$ cat config.mk
export PLATFORM = sky130hd
export DESIGN_NAME = scan_chain_loader
export DESIGN_NICKNAME = d
export VERILOG_FILES = /design/src/rtl/scan_chain_loader.sv
export SDC_FILE = /design/constraint.sdc
export NUM_CORES = 1
export LEC_CHECK = 0
export BUFFER_PORTS_ARGS = -buffer_cell sky130_fd_sc_hd__buf_2
export CELL_PAD_IN_SITES_DETAIL_PLACEMENT = 1
export CELL_PAD_IN_SITES_GLOBAL_PLACEMENT = 2
export CORE_UTILIZATION = 37
export DETAILED_ROUTE_END_ITERATION = 12
export PLACE_DENSITY_LB_ADDON = 0.1
export SLEW_MARGIN = 10
export SYNTH_ARGS = -nofsm -noshare
export SYNTH_HDL_FRONTEND = slang
export SYNTH_SLANG_ARGS = --single-unit
$ cat constraint.sdc
create_clock -name clk -period 7.6 [get_ports clk]
set_input_delay 0.38 -clock clk [delete_from_list [all_inputs] [get_ports clk]]
set_output_delay 0.38 -clock clk [all_outputs]
set_load 0.02 [all_outputs]
$ cat src/rtl/scan_chain_loader.sv
// Configuration scan-chain sequencer: streams words LSB-first onto the chain
// for exactly SC_LENGTH shifts, or runs a timed active-low wipe of the chain.
module scan_chain_loader #(
  parameter int unsigned SC_LENGTH    = 1024,
  parameter int unsigned WORD_WIDTH   = 32,
  parameter int unsigned CLEAR_CYCLES = 2,
  localparam int unsigned CNT_W       = $clog2(SC_LENGTH + 1)
) (
  input  logic                  clk,
  input  logic                  clear,
  input  logic                  start,
  input  logic                  wipe,
  input  logic [WORD_WIDTH-1:0] word_i,
  input  logic                  word_valid,
  output logic                  word_ready,
  output logic                  sc_en,
  output logic                  sc_data,
  output logic                  sc_clear,
  output logic                  busy,
  output logic                  done,
  output logic [CNT_W-1:0]      bit_count
);

  localparam int unsigned LEFT_W = $clog2(WORD_WIDTH + 1);
  localparam int unsigned WC_W   = $clog2(CLEAR_CYCLES + 1);

  typedef enum logic [1:0] {S_IDLE, S_SHIFT, S_WIPE, S_FINISH} state_t;

  state_t                state_q, state_d;
  logic [WORD_WIDTH-1:0] sr_q, sr_d;
  logic [LEFT_W-1:0]     left_q, left_d;
  logic [CNT_W-1:0]      acc_q, acc_d;
  logic [CNT_W-1:0]      bit_count_q, bit_count_d;
  logic [WC_W-1:0]       wcnt_q, wcnt_d;
  logic                  word_ready_q, word_ready_d;
  logic                  sc_en_q, sc_en_d;
  logic                  sc_data_q, sc_data_d;
  logic                  sc_clear_q, sc_clear_d;
  logic                  busy_q, busy_d;
  logic                  done_q, done_d;

  logic                  xfer;
  logic [CNT_W-1:0]      avail;
  logic [31:0]           use_bits;

  always_comb begin
    state_d      = state_q;
    sr_d         = sr_q;
    left_d       = left_q;
    acc_d        = acc_q;
    bit_count_d  = bit_count_q;
    wcnt_d       = wcnt_q;
    word_ready_d = 1'b0;
    sc_en_d      = 1'b0;
    sc_data_d    = 1'b0;
    sc_clear_d   = 1'b1;
    done_d       = 1'b0;

    xfer  = word_valid && word_ready_q;
    avail = CNT_W'(SC_LENGTH) - acc_q;
    // The final word only contributes the bits still missing from the chain.
    if (32'(avail) < WORD_WIDTH) use_bits = 32'(avail);
    else                         use_bits = WORD_WIDTH;

    unique case (state_q)
      S_IDLE: begin
        if (wipe) begin
          state_d    = S_WIPE;
          wcnt_d     = '0;
          sc_clear_d = 1'b0;
        end else if (start) begin
          state_d      = S_SHIFT;
          bit_count_d  = '0;
          acc_d        = '0;
          left_d       = '0;
          word_ready_d = 1'b1;
        end
      end

      S_SHIFT: begin
        if (sc_en_q && (bit_count_q != CNT_W'(SC_LENGTH)))
          bit_count_d = bit_count_q + 1'b1;
        if (sc_en_q && (bit_count_q == CNT_W'(SC_LENGTH - 1))) begin
          state_d = S_FINISH;
          done_d  = 1'b1;
        end else begin
          if (xfer) begin
            sc_en_d   = 1'b1;
            sc_data_d = word_i[0];
            sr_d      = word_i >> 1;
            left_d    = LEFT_W'(use_bits - 32'd1);
            acc_d     = acc_q + CNT_W'(use_bits);
          end else if (left_q != '0) begin
            sc_en_d   = 1'b1;
            sc_data_d = sr_q[0];
            sr_d      = sr_q >> 1;
            left_d    = left_q - 1'b1;
          end
          // Ready whenever the next cycle presents the held word's last bit
          // (or nothing), so consecutive words stream without a bubble.
          word_ready_d = (left_d == '0) && (acc_d < CNT_W'(SC_LENGTH));
        end
      end

      S_WIPE: begin
        if (wcnt_q == WC_W'(CLEAR_CYCLES - 1)) begin
          state_d = S_FINISH;
          done_d  = 1'b1;
        end else begin
          wcnt_d     = wcnt_q + 1'b1;
          sc_clear_d = 1'b0;
        end
      end

      S_FINISH: state_d = S_IDLE;

      default: state_d = S_IDLE;
    endcase

    busy_d = (state_d != S_IDLE);
  end

  always_ff @(posedge clk) begin
    if (!clear) begin
      state_q      <= S_IDLE;
      sr_q         <= '0;
      left_q       <= '0;
      acc_q        <= '0;
      bit_count_q  <= '0;
      wcnt_q       <= '0;
      word_ready_q <= 1'b0;
      sc_en_q      <= 1'b0;
      sc_data_q    <= 1'b0;
      sc_clear_q   <= 1'b1;
      busy_q       <= 1'b0;
      done_q       <= 1'b0;
    end else begin
      state_q      <= state_d;
      sr_q         <= sr_d;
      left_q       <= left_d;
      acc_q        <= acc_d;
      bit_count_q  <= bit_count_d;
      wcnt_q       <= wcnt_d;
      word_ready_q <= word_ready_d;
      sc_en_q      <= sc_en_d;
      sc_data_q    <= sc_data_d;
      sc_clear_q   <= sc_clear_d;
      busy_q       <= busy_d;
      done_q       <= done_d;
    end
  end

  assign word_ready = word_ready_q;
  assign sc_en      = sc_en_q;
  assign sc_data    = sc_data_q;
  assign sc_clear   = sc_clear_q;
  assign busy       = busy_q;
  assign done       = done_q;
  assign bit_count  = bit_count_q;

endmodule

# Yosys cells after proc, flatten, opt, wreduce, memory -nomap -nowiden
# Index checks and enable logic that the tools add are counted.
# classes
addsub,6
mul,0
div_mod_pow,0
magnitude_cmp,2
n_eq_ne,12
n_shift,0
mux,41
bitwise,3
n_reduce_logical,16
# op_table
operator,count
$mux W11,8
$mux W32,2
$pmux W11 S2,2
$mux W6,7
$mux W2,6
$ne A2 B2 Y1 const B,6
$pmux W6 S2,1
$sub A6 B1 Y6 const B,2
$add A11 B1 Y11 const B,1
$add A11 B11 Y11,1
$eq A11 B10 Y1 const B,1
$lt A11 B11 Y1 const B,1
$lt A11 B6 Y1 const B,1
$ne A11 B11 Y1 const B,1
$sub A11 B11 Y11 const A,1
$mux W1,10
$pmux W2 S4,1
$reduce_and A4 Y1,2
$reduce_bool A2 Y1,4
$logic_not A6 Y1,1
$pmux W1 S2,3
$reduce_and A3 Y1,2
$reduce_bool A6 Y1,1
$eq A2 B1 Y1 const B,2
other kinds (7),13
# totals
reg_bits,70
latch_bits,0
mem_bits_rw,0
rom_bits,0
inputBits,37
output_inout_bits,17
wordCells,92
n_memories,0

# Depth between registers and ports, before layout
# depth
word_depth,11
mapped_depth,17
depth_no_buf,15

# Worst setup path after synthesis
# No wires, ideal clock.
# synth_timing
kind,register to register
start,register acc_q[1]
end,register acc_q[10]
setup_ns,0.079
arrival_ns,3.582
t_required_ns,7.521
setup_slack_ns,3.939
path_stages_with_launch,18
path_buffers,2
period_less_slack_ns,3.661
cell_sequence,dfxtp_1 buf_4 inv_1 ha_1 clkbuf_8 nor3b_1 a21oi_1 a211oi_2 nor2_1 o21ai_0 ha_1 and3_1 nand2_1 a211o_1 o311a_1 a211o_1 a211o_1 o211ai_1
# synth_via
elab_chain_len,9
# synth_lines
element,line,rtl
start: declaration,32,"logic [CNT_W-1:0] acc_q, acc_d;"
start signal: assignment,128,acc_q <= '0;
start signal: assignment,141,acc_q <= acc_d;
$sub A11 B11 Y11,60,avail = CNT_W'(SC_LENGTH) - acc_q;
$lt A11 B6 Y1,62,if (32'(avail) < WORD_WIDTH) use_bits = 32'(avail);
$mux W11,62,
$add A11 B11 Y11 *,92,acc_d = acc_q + CNT_W'(use_bits);
$mux W11 *,87,if (xfer) begin
$mux W11 *,83,if (sc_en_q && (bit_count_q == CNT_W'(SC_LENGTH - 1))) begin
$mux W11 *,65,unique case (state_q)
$mux W11 *,83,
$pmux W11 S2 *,65,
# Every way passes the cells marked *; elsewhere a longest branch is shown, timed or not. The select of a mux whose other input is x is not followed.
# A chain may end at the register's enable or synchronous reset.

# Final worst setup path
# layout_timing
start,register acc_q[0]
end,"register word_ready_q, in the netlist word_ready"
# layout_via
elab_chain_len,11
word_cells_on_any_way,16
classes_between,add/sub: 3; order compare: 2; mux: 9; reduce/logical: 2
# layout_lines
element,line,rtl
$sub A11 B11 Y11,60,
$lt A11 B6 Y1,62,
$mux W11,62,
$add A11 B11 Y11 or $sub A6 B1 Y6 (tied branches),"92, 91",
$mux W11 or $mux W6 (tied branches),87,
$mux W11 or $mux W6 (tied branches),83,
$mux W11 or $mux W6 (tied branches),65,
$lt A11 B11 Y1 or $logic_not A6 Y1 (tied branches),101,word_ready_d = (left_d == '0) && (acc_d < CNT_W'(SC_LENGTH));
$logic_and A1 B1 Y1 *,101,
$mux W1 *,83,
$pmux W1 S2 *,65,
end signal: assignment,144,word_ready_q <= word_ready_d;
end: declaration,35,"logic word_ready_q, word_ready_d;"
# Marks and branches as above.

==> impl_metrics.env <==
export IMPL_initial_core_util_pct=38.9
export IMPL_fin_util_pct=43.4
export IMPL_ys_ff_latch=69
export IMPL_endpoint="word_ready$_SDFF_PN0_"
export IMPL_powerDensity_nw_per_um2=176
export IMPL_ant_nets=0
export IMPL_r2r_start="acc_q[0]$_SDFFE_PN0P_"
export IMPL_period_share_pct=58.4
export IMPL_clock_sinks=69
export IMPL_gr_total_overflow=0
export IMPL_place_ws_ns=3.20
export IMPL_core_area_sq_um=10500
export IMPL_yosys_warnings=0
export IMPL_nFillCells=1320
export IMPL_rows=37
export IMPL_routed_wl_mm=11.0
export IMPL_cp_startpoint="acc_q[0]$_SDFFE_PN0P_"
export IMPL_grt_pass1_wl_mm=18.7
export IMPL_rr_worst_depth=15
export IMPL_synth_cell_area_sq_um=4090
export IMPL_cp_required_ns=7.88
export IMPL_setup_slack_ns=3.16
export IMPL_tightest_slew_ns=1.07
export IMPL_die_x_um=107
export IMPL_peakVddDrop_mv=0.0826
export IMPL_io_pins=54
export IMPL_fp_dieH_um=107
export IMPL_crit_path_end_kind="register"
export IMPL_cts_root_buffer="clkbuf_8"
export IMPL_synth_edf_count=0
export IMPL_post_drt_wl_per_cell_um=15.9
export IMPL_post_route_min_period_ns=4.44
export IMPL_num_vias=3902
export IMPL_postSynthAreaPerCell_sq_um=7.89
export IMPL_io_buffer_count=53
export IMPL_postCtsResizedCells=0
export IMPL_ys_types=72
export IMPL_final_cells=695
export IMPL_dp_cells=680
export IMPL_rr_endpoint="word_ready$_SDFF_PN0_"
export IMPL_start_kind="register"
export IMPL_fmax_ghz=0.225
export IMPL_synthFlopType="dfxtp_1"
export IMPL_finClkSkew_ns=0.00459
export IMPL_fin_setup_tns_ns=0
export IMPL_area_growth_pct=11.5
export IMPL_hold_buffers=0
export IMPL_hold_path_class="input port to register"
export IMPL_dieArea_sq_um=11500
export IMPL_drive_above_1_share_pct=17.2
export IMPL_crit_family="simple AND/OR/NAND/NOR gates"
export IMPL_fin_nets=606
export IMPL_p_leak_nw=1.63
export IMPL_path_buf_inv=1
export IMPL_gp_congestion=0.807
export IMPL_finalSetupViolCount=0
export IMPL_path_depth=15
export IMPL_antenna_cells=0
export IMPL_critPathMaxFanout=10
export IMPL_via_per_inst=5.61
export IMPL_htree_levels=3
export IMPL_numCtsBuffers=9
export IMPL_grt_max_degree=61
export IMPL_clk_pin_slew_ns=0.08
export IMPL_syn_inst=518
export IMPL_cts_tree="yes"
export IMPL_maxCapViolCount=0
export IMPL_path_cells="inv_1 > ha_1 > or4b_1 > nor4_4 > a211oi_2 > nor2_1 > o21ai_0 > ha_1 > or3_1 > o211ai_1 > nand3_1 > o21ai_0 > a211o_1 > a211oi_1 > o31ai_1"
export IMPL_first_iter_violations=196
export IMPL_maxSlewViolCount=0
export IMPL_antenna_found_initial=0
export IMPL_drt_pass1_iter_count=4
export IMPL_async_flop_share_pct=0
export IMPL_cp_slowest_stage_delay_ns=0.54
export IMPL_total_power_mw=0.803
export IMPL_critPathKind="register to register"
export IMPL_critPathSlowestCell="or4b_1"
export IMPL_ys_seq_area_share_pct=33.8
export IMPL_insertion_delay_ns=0.36
export IMPL_relSlewSlack_pct=29.0
export IMPL_grt_pass1_vias=3873
export IMPL_ctsLongestPathBuffers=2
export IMPL_dpl_hpwl_mm=7.64
export IMPL_r2r_setup_slack_ns=3.16
export IMPL_final_hold_violation_count=0
export IMPL_rsz0062_at_grt="no"
export IMPL_crit_arrival_ns=4.72
export IMPL_grt_use_total_pct=20.4
export IMPL_outcome="complete, no violations"
export IMPL_cts_setup_buffers=0
export IMPL_drc=0
-- cell usage after synthesis, types with 5 or more instances --
library cell | count | area [sq um]
a211o_1 | 5 | 43.8
a21o_1 | 5 | 37.5
a21oi_1 | 18 | 90.1
a22oi_1 | 7 | 52.6
a311oi_1 | 30 | 263
clkbuf_1 | 23 | 86.3
dfxtp_1 | 69 | 1380
ha_1 | 14 | 175
inv_1 | 15 | 56.3
nand2_1 | 91 | 342
nand3_1 | 11 | 55.1
nand4_1 | 6 | 37.5
nor2_1 | 68 | 255
nor2b_1 | 5 | 31.3
nor3_1 | 14 | 70.1
o211ai_1 | 7 | 52.6
o21ai_0 | 17 | 85.1
or2_2 | 6 | 37.5
or3_1 | 5 | 31.3
xnor2_1 | 10 | 87.6
xor2_1 | 11 | 96.3
-- power by group --
part           switching [mW]  leakage [nW]  internal [mW]
clock                   0.149        0.0992          0.158
combinational          0.0753         0.976         0.0406
sequential            0.00717         0.557          0.373
-- worst reg2reg max path, cell delays in order, from the launching register on --
cell and delay, ns:
dfxtp_1 0.41, inv_1 0.10, ha_1 0.38, or4b_1 0.55, nor4_4 0.27, a211oi_2 0.12
nor2_1 0.43, o21ai_0 0.17, ha_1 0.30, or3_1 0.33, o211ai_1 0.09, nand3_1 0.11
o21ai_0 0.48, a211o_1 0.27, a211oi_1 0.09, o31ai_1 0.26
-- layer usage --
layer	part of all wire [%]	global-route usage (%)
met4	1.4	7.63
met1	49	27.1
met2	46	33.2
met5	0	0
met3	3.3	3.34
-- per-stage QoR --
stage / instance area, sq um / hold WS, ns
2_1_floorplan: 4090 / 0.454
4_1_cts: 4560 / 0.268
3_5_place_dp: 4370 / 0.471
6_report: 4560 / 0.278
5_1_grt: 4560 / 0.273
3_3_place_gp: 4370 / 0.464
-- registers in the layout (all words and copies together), names as in the netlist --
| name | count |
|---|---|
| sr_q | 31 |
| acc_q | 11 |
| bit_count | 11 |
| left_q | 6 |
| state_q | 2 |
| wcnt_q | 2 |
| busy | 1 |
| done | 1 |
| sc_clear | 1 |
| sc_data | 1 |
| sc_en | 1 |
| word_ready | 1 |
-- cell families (layout without fill, tap and decap cells) --
group	count (synthesis)	count (layout)	share of synthesized area [%]
fa+ha+maj	14	14	4.29
other cells	1	3	0.0918
flops	69	69	33.8
mux	3	3	0.766
buf+inv	48	87	6.03
compound gates	124	124	23.0
xor+xnor	21	21	4.50
simple gates	238	238	27.5
-- cell usage in the layout, fill, tap and decap left out, types with 6 or more instances in the layout --
| master | n |
|---|---|
| buf_2 | 53 |
| xnor2_1 | 10 |
| o211ai_1 | 7 |
| clkbuf_8 | 10 |
| or2_2 | 6 |
| nor2_1 | 68 |
| o21ai_0 | 17 |
| nand3_1 | 11 |
| nor3_1 | 14 |
| a22oi_1 | 7 |
| a21oi_1 | 18 |
| ha_1 | 14 |
| a311oi_1 | 30 |
| nand2_1 | 91 |
| nand4_1 | 6 |
| xor2_1 | 11 |
| inv_1 | 15 |
| dfxtp_1 | 69 |
-- worst min-delay path by stage --
stage	cells after the start	end	slack, ns	from
2_1_floorplan	2	sr_q[30]$_SDFFE_PN0P_	0.45	sr_q[30]$_SDFFE_PN0P_
3_3_place_gp	2	sr_q[22]$_SDFFE_PN0P_	0.46	sr_q[23]$_SDFFE_PN0P_
3_5_place_dp	2	sr_q[13]$_SDFFE_PN0P_	0.47	sr_q[14]$_SDFFE_PN0P_
4_1_cts	3	sr_q[7]$_SDFFE_PN0P_	0.27	word_i[8]
5_1_grt	3	sr_q[2]$_SDFFE_PN0P_	0.27	word_i[3]
6_report	3	sr_q[5]$_SDFFE_PN0P_	0.28	word_i[6]
-- area by class of cell --
| class | instances | area [sq um] | share of cell area (%) |
|---|---|---|---|
| multi-input cells | 403 | 2470 | 54.1 |
| inverters | 16 | 60.1 | 1.32 |
| flip-flops and latches | 69 | 1380 | 30.3 |
| well taps | 136 | 170 | 3.74 |
| repair buffers | 56 | 288 | 6.32 |
| clock inverters | 4 | 48.8 | 1.07 |
| clock buffers | 11 | 141 | 3.10 |
(Power assumes the default switching activity.)
